File: src/rtl/fifo_param_if.sv
// ---------------------------------------------------------------------------
// fifo_param_if
// Bundles the producer/consumer handshake and status signals of fifo_param.
//
// Signals:
//   wr_en        write request (producer -> FIFO)
//   din          write data   (producer -> FIFO)
//   rd_en        read request / FWFT pop (consumer -> FIFO)
//   dout         read data (FIFO -> consumer)
//   count        occupancy 0..DEPTH
//   full, empty, almost_full, almost_empty   decodes of the registered count
//   overflow, underflow                      one-cycle registered error pulses
//
// Modports:
//   master  - the side that drives requests (producer/consumer, testbench)
//   slave   - the FIFO itself
// ---------------------------------------------------------------------------
interface fifo_param_if #(
  parameter int WIDTH = 8,
  parameter int DEPTH = 16
);
  localparam int CW = $clog2(DEPTH) + 1;

  logic             wr_en;
  logic [WIDTH-1:0] din;
  logic             rd_en;
  logic [WIDTH-1:0] dout;
  logic [CW-1:0]    count;
  logic             full;
  logic             empty;
  logic             almost_full;
  logic             almost_empty;
  logic             overflow;
  logic             underflow;

  modport master (
    output wr_en, din, rd_en,
    input  dout, count, full, empty, almost_full, almost_empty,
           overflow, underflow
  );

  modport slave (
    input  wr_en, din, rd_en,
    output dout, count, full, empty, almost_full, almost_empty,
           overflow, underflow
  );
endinterface

File: src/rtl/fifo_param.sv
// ---------------------------------------------------------------------------
// fifo_param
// Parametrised single-clock FIFO with standard (registered) or
// first-word-fall-through read, almost-full/almost-empty thresholds and
// registered overflow/underflow pulses.
//
// Ports:
//   clk  - clock, all state changes on the rising edge
//   rst  - synchronous active-high reset (priority over wr_en/rd_en)
//   bus  - fifo_param_if.slave: wr_en/din/rd_en in; dout, count, full,
//          empty, almost_full, almost_empty, overflow, underflow out
//
// Parameters: WIDTH, DEPTH (power of two, >=4), AF_LEVEL, AE_LEVEL, FWFT.
// ---------------------------------------------------------------------------
module fifo_param #(
  parameter int WIDTH    = 8,
  parameter int DEPTH    = 16,
  parameter int AF_LEVEL = DEPTH - 2,
  parameter int AE_LEVEL = 2,
  parameter int FWFT     = 0
) (
  input  logic          clk,
  input  logic          rst,
  fifo_param_if.slave   bus
);
  localparam int AW = $clog2(DEPTH);
  localparam int CW = AW + 1;

  localparam logic [CW-1:0] FULL_C = CW'(DEPTH);
  localparam logic [CW-1:0] AF_C   = CW'(AF_LEVEL);
  localparam logic [CW-1:0] AE_C   = CW'(AE_LEVEL);
  localparam logic [CW-1:0] ONE_C  = CW'(1);
  localparam logic [AW-1:0] PINC_C = AW'(1);

  // Storage: no reset so it maps onto block RAM.
  logic [WIDTH-1:0] mem [DEPTH];

  logic [AW-1:0]    wr_ptr_q, wr_ptr_d;
  logic [AW-1:0]    rd_ptr_q, rd_ptr_d;
  logic [CW-1:0]    count_q, count_d;
  logic [WIDTH-1:0] dout_q;
  logic             overflow_q, underflow_q;

  logic             full_w, empty_w;
  logic             wr_acc, rd_acc;

  // Flags come from the registered count only.
  assign full_w  = (count_q == FULL_C);
  assign empty_w = (count_q == '0);

  // Full/empty gating alone resolves every simultaneous-request case:
  // at full the read wins, at empty the write wins, otherwise both go.
  assign wr_acc = bus.wr_en && !full_w;
  assign rd_acc = bus.rd_en && !empty_w;

  always_comb begin
    wr_ptr_d = wr_ptr_q;
    rd_ptr_d = rd_ptr_q;
    count_d  = count_q;
    if (wr_acc) wr_ptr_d = wr_ptr_q + PINC_C;
    if (rd_acc) rd_ptr_d = rd_ptr_q + PINC_C;
    case ({wr_acc, rd_acc})
      2'b10:   count_d = count_q + ONE_C;
      2'b01:   count_d = count_q - ONE_C;
      default: count_d = count_q;
    endcase
  end

  always_ff @(posedge clk) begin
    if (rst) begin
      wr_ptr_q    <= '0;
      rd_ptr_q    <= '0;
      count_q     <= '0;
      overflow_q  <= 1'b0;
      underflow_q <= 1'b0;
    end else begin
      wr_ptr_q    <= wr_ptr_d;
      rd_ptr_q    <= rd_ptr_d;
      count_q     <= count_d;
      overflow_q  <= bus.wr_en && full_w;
      underflow_q <= bus.rd_en && empty_w;
    end
  end

  // Reset blocks the write so a reset cycle never stores data.
  always_ff @(posedge clk) begin
    if (wr_acc && !rst) begin
      mem[wr_ptr_q] <= bus.din;
    end
  end

  generate
    if (FWFT == 0) begin : g_std
      // Registered read: dout updates only on an accepted read.
      always_ff @(posedge clk) begin
        if (rst) begin
          dout_q <= '0;
        end else if (rd_acc) begin
          dout_q <= mem[rd_ptr_q];
        end
      end
    end else begin : g_fwft
      // dout is pre-fetched from the next head address every cycle so it
      // always shows the head word (or 0 when empty) with a registered
      // RAM read. When the word being written this cycle becomes the head
      // (the FIFO is, or drains to, empty apart from it), the RAM does not
      // hold it yet, so din is forwarded instead.
      always_ff @(posedge clk) begin
        if (rst) begin
          dout_q <= '0;
        end else if (count_d == '0) begin
          dout_q <= '0;
        end else if (wr_acc && (wr_ptr_q == rd_ptr_d)) begin
          dout_q <= bus.din;
        end else begin
          dout_q <= mem[rd_ptr_d];
        end
      end
    end
  endgenerate

  assign bus.dout         = dout_q;
  assign bus.count        = count_q;
  assign bus.full         = full_w;
  assign bus.empty        = empty_w;
  assign bus.almost_full  = (count_q >= AF_C);
  assign bus.almost_empty = (count_q <= AE_C);
  assign bus.overflow     = overflow_q;
  assign bus.underflow    = underflow_q;
endmodule

File: src/flat_wrapper.sv
// flat-port wrapper written by rule: the top's interface ports become plain ports
module fifo_param_flat 
#(
  parameter int WIDTH    = 8,
  parameter int DEPTH    = 16,
  parameter int AF_LEVEL = DEPTH - 2,
  parameter int AE_LEVEL = 2,
  parameter int FWFT     = 0
)
  (clk, rst, bus_wr_en, bus_din, bus_rd_en, bus_dout, bus_count, bus_full, bus_empty, bus_almost_full, bus_almost_empty, bus_overflow, bus_underflow);
  fifo_param_if #(.WIDTH(WIDTH), .DEPTH(DEPTH)) bus_i ();
  input  logic clk;
  input  logic rst;
  input wire logic [$bits(bus_i.wr_en)-1:0] bus_wr_en;
  input wire logic [$bits(bus_i.din)-1:0] bus_din;
  input wire logic [$bits(bus_i.rd_en)-1:0] bus_rd_en;
  output wire logic [$bits(bus_i.dout)-1:0] bus_dout;
  output wire logic [$bits(bus_i.count)-1:0] bus_count;
  output wire logic [$bits(bus_i.full)-1:0] bus_full;
  output wire logic [$bits(bus_i.empty)-1:0] bus_empty;
  output wire logic [$bits(bus_i.almost_full)-1:0] bus_almost_full;
  output wire logic [$bits(bus_i.almost_empty)-1:0] bus_almost_empty;
  output wire logic [$bits(bus_i.overflow)-1:0] bus_overflow;
  output wire logic [$bits(bus_i.underflow)-1:0] bus_underflow;
  assign bus_i.wr_en = bus_wr_en;
  assign bus_i.din = bus_din;
  assign bus_i.rd_en = bus_rd_en;
  assign bus_dout = bus_i.dout;
  assign bus_count = bus_i.count;
  assign bus_full = bus_i.full;
  assign bus_empty = bus_i.empty;
  assign bus_almost_full = bus_i.almost_full;
  assign bus_almost_empty = bus_i.almost_empty;
  assign bus_overflow = bus_i.overflow;
  assign bus_underflow = bus_i.underflow;
  fifo_param #(.WIDTH(WIDTH), .DEPTH(DEPTH), .AF_LEVEL(AF_LEVEL), .AE_LEVEL(AE_LEVEL), .FWFT(FWFT)) u_core (.clk(clk), .rst(rst), .bus(bus_i));
endmodule
File: config.mk
export PLATFORM = sky130hd
export DESIGN_NAME = fifo_param_flat
export DESIGN_NICKNAME = d
export VERILOG_FILES = /design/src/rtl/fifo_param_if.sv /design/src/rtl/fifo_param.sv /design/src/flat_wrapper.sv
export SDC_FILE = /design/constraint.sdc
export NUM_CORES = 1
export LEC_CHECK = 0
export ABC_AREA = 1
export BUFFER_PORTS_ARGS = -buffer_cell sky130_fd_sc_hd__buf_2
export CAP_MARGIN = 0
export CORE_MARGIN = 2
export CORE_UTILIZATION = 41
export CTS_BUF_LIST = sky130_fd_sc_hd__clkbuf_4 sky130_fd_sc_hd__clkbuf_8 sky130_fd_sc_hd__clkbuf_16
export DETAILED_ROUTE_END_ITERATION = 12
export GPL_ROUTABILITY_DRIVEN = 0
export PLACE_DENSITY_LB_ADDON = 0.2
export REMOVE_ABC_BUFFERS = 1
export SLEW_MARGIN = 20
export SYNTH_ARGS = -nofsm -noshare
export SYNTH_HDL_FRONTEND = slang
export SYNTH_SLANG_ARGS = --single-unit
File: constraint.sdc
create_clock -name clk -period 4.5 [get_ports clk]
set_input_delay 1.35 -clock clk [delete_from_list [all_inputs] [get_ports clk]]
set_output_delay 1.35 -clock clk [all_outputs]
set_load 0.02 [all_outputs]
==> reports/summary.txt <==
Seq/Total Area, Yosys = 69.1%
Initial Util = 41.4%
HP Class = register to register
top-area cell type share of the netlist area = 61.7%
Fin Setup TNS = 0 ps
Yosys Warn Count = 0
Fin Clk Skew = 6.53 ps
Area contributors post-synth = edfxtp_1 62%, dfxtp_1 7.4%, nor2_1 6.8%
iteration count of the initial detailed-routing pass = 5
wirelength, routed = 14.7 mm
max-slew violations = 0
via count = 4,144
achievable clock frequency = 325 MHz
Worst-Skew Late Latency = 420 ps
Synth area leader = edfxtp_1
IO Port Bufs = 30
Tightest Pin Transition = 1100 ps
max-cap check violation count = 0
Pleak = 2.50 nW
CTS buffer count = 17
worst reg2reg setup slack = 1420 ps
largest net degree at the start of global routing = 68
number of routed nets with antenna violations = 0
Post-Syn Instances = 526
post-synth cell types = 26
Die Height = 127 um
Clock transition at path regs = 60 ps
Hold Startpoint = u_core.wr_ptr_q[3]$_SDFFE_PP0P_
placed wire-length estimate = 9.34 mm
vias in the first global route = 4,014
Congestion Overflow GR = 0
RSZ-0062 raised after global routing = false
full die area = 16,200 sq um
ys async rst share = 0%
minimum clock period = 3080 ps
area delta synth->final = 12.5%
simple-gate portion of the synthesized area = 12.0%
Resized cells post-CTS = 0
Post-synth EDFFs = 128
H-Tree Depth = 4
n_diodes = 0
initial antenna violation count = 0
final hold vios = 0
WL/cell = 19.6 um
Primary FF master, synth = edfxtp_1
hold path depth = 2
top post-synthesis cells by count = 128 x edfxtp_1, 113 x nor2_1, 59 x o21ai_0
Post-CTS Repair Setup Buffers = 0
top-count cell post-synth = edfxtp_1
outcome = finished, final reports clean
synthesized area = 6230 sq um
CTS Root Buffer Type = clkbuf_16
Slew Limit Headroom = 26.8%
first-pass GRT wire length = 22.7 mm
worst-case reg-to-reg path depth = 8
post-synthesis adder-cell area fraction = 1.61%
I/O pin total = 31
Worst VDD drop = 0.315 mV
Syn Area/Cell = 11.8 sq um
multi-input logic area = 1630 sq um
R2R Path Start = u_core.rd_ptr_q[0]$_SDFFE_PP0N_
CP Launch Type = register
Worst Setup End Kind = register
GRT Total Usage = 18.9%
register area = 4310 sq um
Worst R2R End = u_core.bus.dout[0]$_SDFFE_PP0N_
final net count = 569
post-route design area = 7010 sq um
hold_buf cts = 0
critical path class = register to register
Period Utilization, post-route = 68.4%
Fillers = 1,349
largest family of logic cells by synthesized area = simple AND/OR/NAND/NOR gates
fraction of synthesized cell area in xor and xnor cells = 0.703%
ratio of cells with drive above 1 in the final layout = 12.8%
post-DR vias/cell = 5.53
worst hold endpoint = u_core.wr_ptr_q[3]$_SDFFE_PP0P_
#FFs+latches synth = 151
Compound-Gate Fraction of Synth Area = 11.8%
drc violations = 0
Die X = 127 um
Final Setup Violations = 0
Max Root-Sink Buffers = 2
Power Density = 578 nW/um^2
Critical Path RT = 4820 ps
core area = 15,000 sq um
CTS tree = built
Initial DRC Count = 437
CTS Sinks = 151
Max FO, Critical Path = 67
Cell Area, Placed = 6460 sq um
mux contribution to synthesized area = 0%
row cnt = 45
Arr. time, crit path = 3400 ps
==> final cells by class <==
type,count,area share [%]
Clock buffer,18,6.17
Clock inverter,14,1.64
Inverter,31,1.68
Multi-Input combinational cell,315,23.3
Sequential cell,151,61.4
Tap cell,188,3.35
Timing Repair Buffer,33,2.46
==> where the power goes <==
group          internal [mW]  switching, mW  leakage (nW)
Clock                  0.803          0.526         0.271
Combinational          0.304          0.745         0.891
Sequential              1.60         0.0764          1.34
Total                   2.70           1.35          2.50
==> critical path: stages (launching register included) <==
cell	delay [ps]
dfxtp_2	310
buf_4	520
clkinv_2	870
o21ai_0	450
o22ai_1	170
o211ai_1	360
nand3_1	150
nand2_1	90
inv_1	40
==> through the flow <==
step           total power, mW  instances  hold slack (ps)  util (%)  setup slack [ps]
2_1_floorplan             2.37        497              487         -              1700
3_3_place_gp              2.75        718              531      43.0              1400
3_5_place_dp              2.75        718              537      43.0              1310
4_1_cts                   4.08        750              547      46.6              1750
5_1_grt                   4.27        750              588      46.6              1130
6_report                  4.05        750              547      46.6              1420
==> cells in the final DEF, fill, tap and decap left out, types with 4 or more instances in the layout <==
cell type	instances
a21oi_1	7
buf_2	30
clkbuf_16	17
clkinv_1	7
clkinv_2	6
dfxtp_1	22
edfxtp_1	128
ha_1	8
inv_1	28
nand2_1	32
nand3_1	23
nand4_1	4
nor2_1	113
o211ai_1	10
o21ai_0	59
o21ai_1	12
o221ai_1	22
o22ai_1	10
xor2_1	5
==> state kept, by name, indices dropped and copies added (netlist names) <==
| signal | cells |
|---|---|
| u_core.bus.count | 5 |
| u_core.bus.overflow | 1 |
| u_core.bus.underflow | 1 |
| u_core.bus.dout | 8 |
| u_core.wr_ptr_q | 4 |
| u_core.mem | 128 |
| u_core.rd_ptr_q | 4 |
==> layer usage <==
metal | wire length, um | global-route usage [%]
met5 | 0 | 0
met4 | 341 | 7.43
met3 | 732 | 4.48
met2 | 7020 | 29.3
met1 | 6570 | 25.9
==> worst max-delay path by stage <==
stage                                                  end  slack [ps]  cells past startpoint                            start
final                      u_core.bus.dout[0]$_SDFFE_PP0N_        1420                      8  u_core.rd_ptr_q[0]$_SDFFE_PP0N_
after global routing       u_core.bus.dout[4]$_SDFFE_PP0N_        1130                      8  u_core.rd_ptr_q[0]$_SDFFE_PP0N_
after CTS                 u_core.bus.count[4]$_SDFFE_PP0P_        1750                     13                        bus_rd_en
after detailed placement  u_core.bus.count[4]$_SDFFE_PP0P_        1310                     13                        bus_rd_en
after global placement    u_core.bus.count[4]$_SDFFE_PP0P_        1400                     13                        bus_rd_en
after floorplan           u_core.bus.count[4]$_SDFFE_PP0P_        1700                     12                        bus_rd_en
==> kinds of logic (layout without fill, tap and decap cells) <==
| logic type | Yosys count | count (layout) |
|---|---|---|
| fa+ha+maj | 8 | 8 |
| flops | 151 | 151 |
| buf+inv | 60 | 96 |
| xor+xnor | 5 | 5 |
| compound gates | 122 | 122 |
| simple gates | 180 | 180 |
(Power assumes the default switching activity.)
